==> config.mk <==
export PLATFORM = sky130hd
export DESIGN_NAME = data_stream_serializer_flat
export DESIGN_NICKNAME = d
export VERILOG_FILES = /design/src/rtl/data_stream_serializer_if.sv /design/src/rtl/data_stream_serializer.sv /design/src/flat_wrapper.sv
export SDC_FILE = /design/constraint.sdc
export NUM_CORES = 1
export LEC_CHECK = 0
export ABC_AREA = 1
export BUFFER_PORTS_ARGS = -buffer_cell sky130_fd_sc_hd__buf_2
export CAP_MARGIN = 30
export CORE_MARGIN = 4
export CORE_UTILIZATION = 45
export CTS_BUF_LIST = sky130_fd_sc_hd__clkbuf_8 sky130_fd_sc_hd__clkbuf_16
export CTS_CLUSTER_SIZE = 28
export DETAILED_ROUTE_END_ITERATION = 16
export HOLD_SLACK_MARGIN = 0.02
export PLACE_DENSITY = 0.69
export SYNTH_ARGS = -nofsm -noshare
export SYNTH_HDL_FRONTEND = slang
export SYNTH_SLANG_ARGS = --single-unit
==> constraint.sdc <==
create_clock -name clock -period 4.4 [get_ports clock]
set_clock_uncertainty 0.1 [all_clocks]
set_input_delay 0.66 -clock clock [delete_from_list [all_inputs] [get_ports clock]]
set_output_delay 0.66 -clock clock [all_outputs]
set_load 0.01 [all_outputs]
==> src/rtl/data_stream_serializer_if.sv <==
// Word-stream handshake bundle: the producer drives valid/data, the consumer drives ready.
interface data_inf #(
    parameter int DSIZE = 8
) ();
    logic             valid;
    logic             ready;
    logic [DSIZE-1:0] data;

    modport master (output valid, output data, input ready);
    modport slaver (input valid, input data, output ready);
endinterface

==> src/rtl/data_stream_serializer.sv <==
// Word-to-bit serializer: accepts DSIZE-bit words on s_in and shifts them out one bit per
// downstream handshake, reloading on the last bit so consecutive words stream without a gap.
module data_stream_serializer #(
    parameter int DSIZE     = 8,
    parameter bit MSB_FIRST = 1'b1
) (
    input  logic    clock,
    input  logic    rst_n,
    input  logic    clk_en,
    data_inf.slaver s_in,
    output logic    ser_bit,
    output logic    ser_vld,
    output logic    ser_last,
    input  logic    ser_ready,
    output logic    busy,
    output logic    byte_done
);
    localparam int            CW       = (DSIZE > 2) ? $clog2(DSIZE) : 1;
    localparam logic [CW-1:0] CNT_LOAD = CW'(DSIZE - 1);

    localparam logic [0:0] STATE_IDLE  = 1'b0;
    localparam logic [0:0] STATE_SHIFT = 1'b1;

    logic [0:0]       state_q, state_d;
    logic [DSIZE-1:0] shreg_q, shreg_d;
    logic [CW-1:0]    bit_cnt_q, bit_cnt_d;
    logic             byte_done_q, byte_done_d;

    logic             in_shift;
    logic             cnt_zero;
    logic             b_xfer;
    logic             w_xfer;
    logic             in_ready;
    logic             out_bit;
    logic [DSIZE-1:0] shreg_shifted;

    assign in_shift = (state_q == STATE_SHIFT);
    assign cnt_zero = (bit_cnt_q == '0);

    assign ser_vld   = in_shift;
    assign busy      = in_shift;
    assign ser_last  = in_shift && cnt_zero;
    assign byte_done = byte_done_q;

    assign b_xfer = ser_vld && ser_ready && clk_en;

    // Ready also opens while the last bit leaves, so the next word loads with no idle cycle.
    assign in_ready   = rst_n && clk_en &&
                        ((state_q == STATE_IDLE) || (in_shift && b_xfer && cnt_zero));
    assign s_in.ready = in_ready;
    assign w_xfer     = s_in.valid && in_ready && clk_en;

    assign out_bit = MSB_FIRST ? shreg_q[DSIZE-1] : shreg_q[0];
    assign ser_bit = in_shift && out_bit;

    assign shreg_shifted = MSB_FIRST ? {shreg_q[DSIZE-2:0], 1'b0}
                                     : {1'b0, shreg_q[DSIZE-1:1]};

    always_comb begin
        state_d     = state_q;
        shreg_d     = shreg_q;
        bit_cnt_d   = bit_cnt_q;
        byte_done_d = b_xfer && cnt_zero;

        case (state_q)
            STATE_IDLE: begin
                if (w_xfer) begin
                    shreg_d   = s_in.data;
                    bit_cnt_d = CNT_LOAD;
                    state_d   = STATE_SHIFT;
                end
            end
            STATE_SHIFT: begin
                if (b_xfer) begin
                    if (!cnt_zero) begin
                        shreg_d   = shreg_shifted;
                        bit_cnt_d = bit_cnt_q - 1'b1;
                    end else if (w_xfer) begin
                        shreg_d   = s_in.data;
                        bit_cnt_d = CNT_LOAD;
                    end else begin
                        state_d = STATE_IDLE;
                    end
                end
            end
            default: state_d = STATE_IDLE;
        endcase
    end

    always_ff @(posedge clock) begin
        if (!rst_n) begin
            state_q     <= STATE_IDLE;
            shreg_q     <= '0;
            bit_cnt_q   <= '0;
            byte_done_q <= 1'b0;
        end else begin
            state_q     <= state_d;
            shreg_q     <= shreg_d;
            bit_cnt_q   <= bit_cnt_d;
            byte_done_q <= byte_done_d;
        end
    end
endmodule

==> src/flat_wrapper.sv <==
// flat-port wrapper written by rule: the top's interface ports become plain ports
module data_stream_serializer_flat 
#(
    parameter int DSIZE     = 8,
    parameter bit MSB_FIRST = 1'b1
)
  (clock, rst_n, clk_en, ser_bit, ser_vld, ser_last, ser_ready, busy, byte_done, s_in_valid, s_in_data, s_in_ready);
  data_inf #(.DSIZE(DSIZE)) s_in_i ();
  input  logic clock;
  input  logic rst_n;
  input  logic clk_en;
  output logic ser_bit;
  output logic ser_vld;
  output logic ser_last;
  input  logic ser_ready;
  output logic busy;
  output logic byte_done;
  input wire logic [$bits(s_in_i.valid)-1:0] s_in_valid;
  input wire logic [$bits(s_in_i.data)-1:0] s_in_data;
  output wire logic [$bits(s_in_i.ready)-1:0] s_in_ready;
  assign s_in_i.valid = s_in_valid;
  assign s_in_i.data = s_in_data;
  assign s_in_ready = s_in_i.ready;
  data_stream_serializer #(.DSIZE(DSIZE), .MSB_FIRST(MSB_FIRST)) u_core (.clock(clock), .rst_n(rst_n), .clk_en(clk_en), .s_in(s_in_i), .ser_bit(ser_bit), .ser_vld(ser_vld), .ser_last(ser_last), .ser_ready(ser_ready), .busy(busy), .byte_done(byte_done));
endmodule
**Word-level counts from Yosys, hierarchy flattened**

Cells that the tools add are included.

- Register bits after elaboration: 13
- Bits of input ports: 13
- Output and inout port bits: 6
- Word-level logic and storage cells: 32

- Add/sub/neg operators: 1
- Eq/ne operators: 1
- Muxes and demuxes: 12
- Bitwise logic cells: 1
- Reduce and logical (&&, ||, !) cells: 13

Operator list:

| operator | number |
|---|---|
| $mux W8 | 3 |
| $pmux W8 S2 | 1 |
| $logic_and A1 B1 Y1 | 11 |
| $mux W3 | 3 |
| $pmux W3 S2 | 1 |
| $logic_not A3 Y1 | 1 |
| $mux W1 | 3 |
| $sub A3 B1 Y3 const B | 1 |
| $ne A2 B2 Y1 const B | 1 |
| $pmux W1 S2 | 1 |
| $logic_or A1 B1 Y1 | 1 |
| $not A1 Y1 | 1 |

**Depth between registers and ports, before layout**

Gate-level depths: netlist (run 1).

- Depth in word-level cells: 12
- Gate-level depth with buffers: 9
- Gate-level depth less buffers: 9

**Least setup slack after synthesis (run 1)**

No wires, ideal clock.

- Kind: input-to-output
- Start: in clk_en
- End: out s_in_ready
- Arrival: 1.234 ns
- Required time: 3.640 ns
- Slack: 2.406 ns
- Cell stages on the path: 4
- Path buffers: 0
- Cell sequence: nand2_2 o21ai_0 inv_1 nor2_1

- Word-level cells in the longest chain between the ends: 5
- Elaborated cells on any way between the ends: 6
- Classes of those cells: 6 x reduce/logical

RTL lines:

| element | line | text |
|---|---|---|
| start, declared | flat_wrapper.sv:11 | `input logic clk_en;` |
| $logic_and A1 B1 Y1 | data_stream_serializer.sv:45 | `assign b_xfer = ser_vld && ser_ready && clk_en;` |
| $logic_and A1 B1 Y1 (2 in a row) | data_stream_serializer.sv:49 | `((state_q == STATE_IDLE) \|\| (in_shift && b_xfer && cnt_zero));` |
| $logic_or A1 B1 Y1 | data_stream_serializer.sv:49 |  |
| $logic_and A1 B1 Y1 (*) | data_stream_serializer.sv:48 | `assign in_ready = rst_n && clk_en &&` |
| end, declared | flat_wrapper.sv:20 | `output wire logic [$bits(s_in_i.ready)-1:0] s_in_ready;` |

Every way passes the cells marked *; elsewhere a longest branch is shown, timed or not.

**Worst setup path after layout (run 1)**

- Start: reg u_core.bit_cnt_q[0]
- End: out s_in_ready

- Word-level cells in the longest chain between the ends: 4

RTL lines:

| element | line | text |
|---|---|---|
| start, declared | data_stream_serializer.sv:26 | `logic [CW-1:0] bit_cnt_q, bit_cnt_d;` |
| start signal, assigned | data_stream_serializer.sv:99 | `bit_cnt_q <= bit_cnt_d;` |
| $logic_not A3 Y1 | data_stream_serializer.sv:38 | `assign cnt_zero = (bit_cnt_q == '0);` |
| $logic_and A1 B1 Y1 | data_stream_serializer.sv:49 |  |
| $logic_or A1 B1 Y1 | data_stream_serializer.sv:49 |  |
| $logic_and A1 B1 Y1 | data_stream_serializer.sv:48 |  |

No other way between the ends.

==> results of run 1 <==
-- per-stage QoR --
step	total power, W	cells	utilization, %
after detailed placement	0.0001793	133	54.52
after global routing	0.0003000	137	57.38
after floorplan	0.0001675	103	-
after CTS	0.0002884	137	57.38
final	0.0002844	137	57.38
after global placement	0.0001778	133	54.52
-- layout by cell type (no fill, tap or decap) --
cell / count
a21oi_2: 1
clkbuf_8: 3
xor2_1: 1
inv_1: 18
nand4_4: 1
nor2_1: 9
dfxtp_1: 13
nor2_4: 1
a21oi_1: 10
nand3_1: 8
nand2_2: 1
nand2_1: 16
o21bai_2: 7
nand4_1: 1
nand3_2: 1
inv_2: 3
buf_2: 18
ha_1: 2
o21ai_0: 3
nor3_1: 1
nand2_4: 3
-- per-layer routing --
metal	GRT usage, %	wire (µm)
met5	0	0
met4	7.373	10
met1	16.15	645
met3	6.024	101
met2	24.89	832
-- Yosys cell counts --
master / count
a21oi_1: 10
a21oi_2: 1
buf_4: 2
buf_6: 2
dfxtp_1: 13
ha_1: 2
inv_1: 17
inv_2: 3
nand2_1: 16
nand2_2: 1
nand2_4: 3
nand3_1: 8
nand3_2: 1
nand4_1: 1
nand4_4: 1
nor2_1: 9
nor2_4: 1
nor3_1: 1
o21ai_0: 3
o21bai_2: 7
xor2_1: 1
-- power by group --
group          switching [W]  internal [W]   total, W  leakage, nW
Combinational      0.0000269     0.0000196  0.0000465        0.399
Clock              0.0000463     0.0000618   0.000108       0.0269
Sequential        0.00000507      0.000125   0.000130        0.106
-- worst register-to-register path: cells and delay by family, from the launching register on --
kind,cells,cell delay (ns)
AO/OA/AOI/OAI,2,0.29
adder cells (fa/ha/maj),1,0.19
buffers and inverters,1,0.08
AND/OR/NAND/NOR,3,0.52
flip-flops,1,0.32
-- final timing paths --
| kind | end | cells after the start | start | slack (ns) |
|---|---|---|---|---|
| hold reg to reg | u_core.bit_cnt_q[1] | 2 | u_core.bit_cnt_q[1] | 0.37 |
| hold / removal | u_core.bit_cnt_q[1] | 2 | u_core.bit_cnt_q[1] | 0.37 |
| setup reg to reg | u_core.shreg_q[5] | 7 | u_core.bit_cnt_q[0] | 2.79 |
| setup / recovery | s_in_ready | 7 | u_core.bit_cnt_q[0] | 2.15 |
-- cells by family (layout without fill, tap and decap cells) --
logic type	after synthesis	after routing	share of synthesized area [%]
and+or+nand+nor	42	42	28.94
buffers and inverters	24	42	14.31
AOI/OAI and AO/OA	21	21	19.40
DFF	13	13	33.07
adders and majority gates	2	2	3.179
xor gates and xnor gates	1	1	1.113
-- state kept, by name, summed over array words and instances (netlist names) --
signal	count
u_core.shreg_q	8
u_core.bit_cnt_q	3
u_core.busy	1
u_core.byte_done	1
-- final cells by class --
cell class	instances	area (µm²)	area share [%]
Timing Repair Buffer	18	90.09	9.959
Tap cell	16	20.02	2.213
Multi-Input combinational cell	66	414.1	45.78
Clock inverter	1	3.754	0.4149
Clock buffer	3	41.29	4.564
Inverter	20	75.07	8.299
Sequential cell	13	260.3	28.77
==> flow_summary_export.csv, run 1 <==
group,metric,value,unit
synth,synth_area,787.0,µm²
layout,stdcell_area,904.6,µm²
die,initial_core_util,49.92,%
drt,drt_first_iter_violations,11,
drt,firstDrtPassIters,4,
timing,finalCritPeriodShare,51.03,%
placed_design,place_hpwl,1.158,mm
die,ios,19,
clock_network,cts.hold.buffers_added,0,
setup_path,crit_arrival,1.49,ns
placed_design,port_buffers,18,
layout,area.growth.synth_to_final,14.94,%
drt,drc,0,
clock_network,cts_root_buf,"clkbuf_8",
die,coreArea,1577,µm²
clock_network,htreeDepth,1,
synth,synth_area_leaders,"dfxtp_1, o21bai_2, inv_1",
placed_design,preCtsSetupSlack,2.208,ns
timing,report.final.slew_viol_count,0,
clock_network,cts_setup_buffers,0,
pwr,power_density,314.4,nW/µm²
run_status,outcome,"finished, final reports clean",
global_route,grt_max_degree,19,
setup_path,critPathMaxFanout,5,
layout,diodes,0,
synth,syn_inst,103,
timing,setup_tns,0,ns
clock_network,clk_pin_slew_worst_paths,0.05,ns
die,die_x,49.82,µm
placed_design,placed_cell_area,859.6,µm²
die,die_area,2482,µm²
setup_path,cp_slowest_stage_delay,0.32,ns
drt,vias,690,
drt,vias_per_cell,5.036,
setup_path,crit_chain,"inv_1 > ha_1 > nand2_4 > o21ai_0 > inv_1 > nor2_1 > buf_2",
layout,num-fill-cells,160,
clock_network,clkSinkCount,13,
setup_path,cp_common_cell,"inv_1",
min_path,min-delay-path-class,"flop to flop",
timing,whs,0.3716,ns
timing,finalHoldViolations,0,
timing,clock.fmax,445.4,MHz
setup_path,critPathBufInv,3,
setup_path,end_kind,"output port",
synth,seq_area_frac_synth,33.07,%
pwr,p_leak,0.5325,nW
layout,drive_gt1_share,32.23,%
synth,synth_area_leader_cell,"dfxtp_1",
layout,finalNetCount,137,
die,die_h,49.82,µm
timing,rsz0062_at_grt,"no",
timing,setup_violations,0,
drt,drtAntennaViolNets,0,
setup_path,path_delay_family,"flip-flops",
placed_design,place_congestion,0.8710,
clock_network,post_cts_resized,0,
global_route,grt_util_all_layers,14.91,%
setup_path,critPathLaunchType,"flop",
clock_network,cts_buffer_depth,2,
setup_path,critPathSlowestCell,"dfxtp_1",
global_route,grt_pass1_vias,678,
synth,synth_top_area_share,33.07,%
global_route,grt_pass1_wl,2.822,mm
synth,synth_seq_cells,13,
timing,finalCriticalPeriod,2.245,ns
global_route,overflow,0,
synth,synth_cell_types,21,
clock_network,cts_buffers,3,
drt,wire_per_inst,11.61,µm
setup_path,required,3.64,ns
timing,worst_pin_slew,0.3861,ns
synth,syn-num-nets,118,
clock_network,cts_tree,"built",
timing,maxSlewHeadroom,74.22,%
drt,drt-total-wl,1.590,mm
synth,yosysWarnings,0,
die,rows,14,
synth,syn_area_per_cell,7.641,µm²
timing,fin_ws,2.155,ns
clock_network,clk_latency,0.25,ns
pwr,irDropWorstVdd,230.4,µV
global_route,antenna_found_initial,0,
flow_run,drv_cap,0,
setup_path,path_class,"flop to output port",
No activity file was read; power rests on OpenSTA's default activity.
==> inputs of run 2 (changes only) <==
--- a/config.mk
+++ b/config.mk
@@ -14,7 +14,7 @@
 export CTS_CLUSTER_SIZE = 28
 export DETAILED_ROUTE_END_ITERATION = 16
 export HOLD_SLACK_MARGIN = 0.02
-export PLACE_DENSITY = 0.69
+export PLACE_DENSITY = 0.72
 export SYNTH_ARGS = -nofsm -noshare
 export SYNTH_HDL_FRONTEND = slang
 export SYNTH_SLANG_ARGS = --single-unit
==> constraint.sdc (replaced) <==
create_clock -name clock -period 1.95 [get_ports clock]
set_clock_uncertainty 0.1 [all_clocks]
set_input_delay 0.2925 -clock clock [delete_from_list [all_inputs] [get_ports clock]]
set_output_delay 0.2925 -clock clock [all_outputs]
set_load 0.01 [all_outputs]
==> flow_summary_export.csv, run 2 (synthesis gave the netlist of run 1 again) <==
group,metric,value,unit
run_status,outcome,"finished, final reports clean",
timing,setup_tns,0,ns
layout,stdcell_area,912.1,µm²
placed_design,place_congestion,0.7956,
die,coreArea,1577,µm²
clock_network,cts_buffer_depth,2,
layout,reg_top3,"u_core.shreg_q x8, u_core.bit_cnt_q x3",
timing,maxSlewHeadroom,74.75,%
layout,drive_gt1_share,32.79,%
placed_design,placed_cell_area,867.1,µm²
timing,finalCritPeriodShare,91.60,%
die,initial_core_util,49.92,%
min_path,min-delay-path-class,"primary input to flop",
layout,diodes,0,
clock_network,clk_latency,0.24,ns
flow_run,drv_cap,0,
setup_path,critPathMaxFanout,5,
setup_path,timing.critical_path.to,"s_in_ready",
setup_path,critPathLaunchType,"flop",
global_route,grt_max_degree,19,
timing,worst_pin_slew,0.3783,ns
drt,drc,0,
global_route,antenna_found_initial,0,
placed_design,place_hpwl,1.165,mm
setup_path,r2r_start,"u_core.bit_cnt_q[0]",
die,rows,14,
clock_network,htreeDepth,1,
die,die_h,49.82,µm
drt,vias_per_cell,4.920,
die,die_x,49.82,µm
pwr,power_density,695.6,nW/µm²
layout,layout_common_cells,"inv_1, buf_2, nand2_1",
setup_path,crit_arrival,1.39,ns
setup_path,ff2ff_setup_slack,0.34,ns
layout,area.growth.synth_to_final,15.90,%
drt,firstDrtPassIters,3,
min_path,hold_start,"s_in_data[5]",
setup_path,r2r_end,"u_core.shreg_q[3]",
layout,finalNetCount,138,
setup_path,startpoint,"u_core.bit_cnt_q[0]",
setup_path,required,1.56,ns
global_route,grt_pass1_wl,2.697,mm
drt,drt_first_iter_violations,14,
global_route,grt_pass1_vias,664,
drt,drtAntennaViolNets,0,
timing,clock.fmax,559.9,MHz
setup_path,end_kind,"output port",
clock_network,cts_buffers,3,
clock_network,clk_pin_slew_worst_paths,0.06,ns
clock_network,cts_root_buf,"clkbuf_8",
drt,wire_per_inst,11.40,µm
drt,drt-total-wl,1.573,mm
setup_path,r2r_cells,8,
timing,finalHoldViolations,0,
timing,report.final.slew_viol_count,0,
die,ios,19,
drt,vias,679,
placed_design,port_buffers,18,
die,die_area,2482,µm²
timing,finalCriticalPeriod,1.786,ns
layout,num-fill-cells,162,
pwr,irDropWorstVdd,444.2,µV
clock_network,cts_tree,"built",
global_route,grt_util_all_layers,13.81,%
layout,largest_reg_flops,8,
timing,rsz0062_at_grt,"no",
clock_network,cts.hold.buffers_added,0,
timing,setup_violations,0,
global_route,overflow,0,
clock_network,clkSinkCount,13,
layout,top_register,"u_core.shreg_q",
pwr,p_leak,0.5373,nW
setup_path,path_class,"flop to output port",
## run 2: worst min path at each step
stage | end | slack [ns] | depth (start not counted)
2_1_floorplan | u_core.bit_cnt_q[1] | 0.34 | 2
3_3_place_gp | u_core.bit_cnt_q[1] | 0.36 | 2
3_5_place_dp | u_core.bit_cnt_q[1] | 0.38 | 2
6_report | u_core.shreg_q[5] | 0.23 | 3
4_1_cts | u_core.shreg_q[5] | 0.24 | 3
5_1_grt | u_core.shreg_q[0] | 0.25 | 3
## run 2: final cells by class
class	count	area, µm²	share of cell area (%)
clock buffer	3	41.29	4.527
clock inverter	1	3.754	0.4115
inverter	20	75.07	8.230
multi-input combinational	66	414.1	45.40
sequential	13	260.3	28.53
tap	16	20.02	2.195
timing repair buffer	19	97.59	10.70
## run 2: layer usage
metal | part of all wire [%] | vias up | track usage, %
li1 | - | 360 | -
met4 | 0 | 0 | 5.530
met3 | 5.1 | 0 | 4.518
met1 | 43 | 303 | 14.78
met5 | 0 | - | 0
met2 | 52 | 16 | 24.67
## run 2: stage by stage
step                       power, W  utilization, %  hold slack [ns]  cells  worst slack, ns
final                     0.0006345           57.86           0.2350    138           0.1638
after floorplan           0.0003779               -           0.3415    103           0.4731
after detailed placement  0.0004059           55.00           0.3783    134           0.3226
after global routing      0.0006774           57.86           0.2508    138          0.04908
after CTS                 0.0006414           57.86           0.2388    138          0.07735
after global placement    0.0004025           55.00           0.3626    134           0.3682
## run 2: critical path: stages, from the launching register on
cell	delay, ns
dfxtp_1	0.32
inv_1	0.08
ha_1	0.19
nand2_4	0.08
o21ai_1	0.20
inv_1	0.06
nor2_1	0.09
buf_2	0.14
## run 2: timing repair
action	in CTS	in global routing
gates resized for setup	0	1
setup endpoints to repair	0	1
setup buffers	0	0
endpoints found under the hold margin	0	0
## run 2: where the power goes
group	switching [W]	internal [W]	total [W]
sequential	0.0000114	0.000281	0.000293
clock	0.0000961	0.000139	0.000235
combinational	0.0000613	0.0000456	0.000107
total	0.000169	0.000466	0.000635
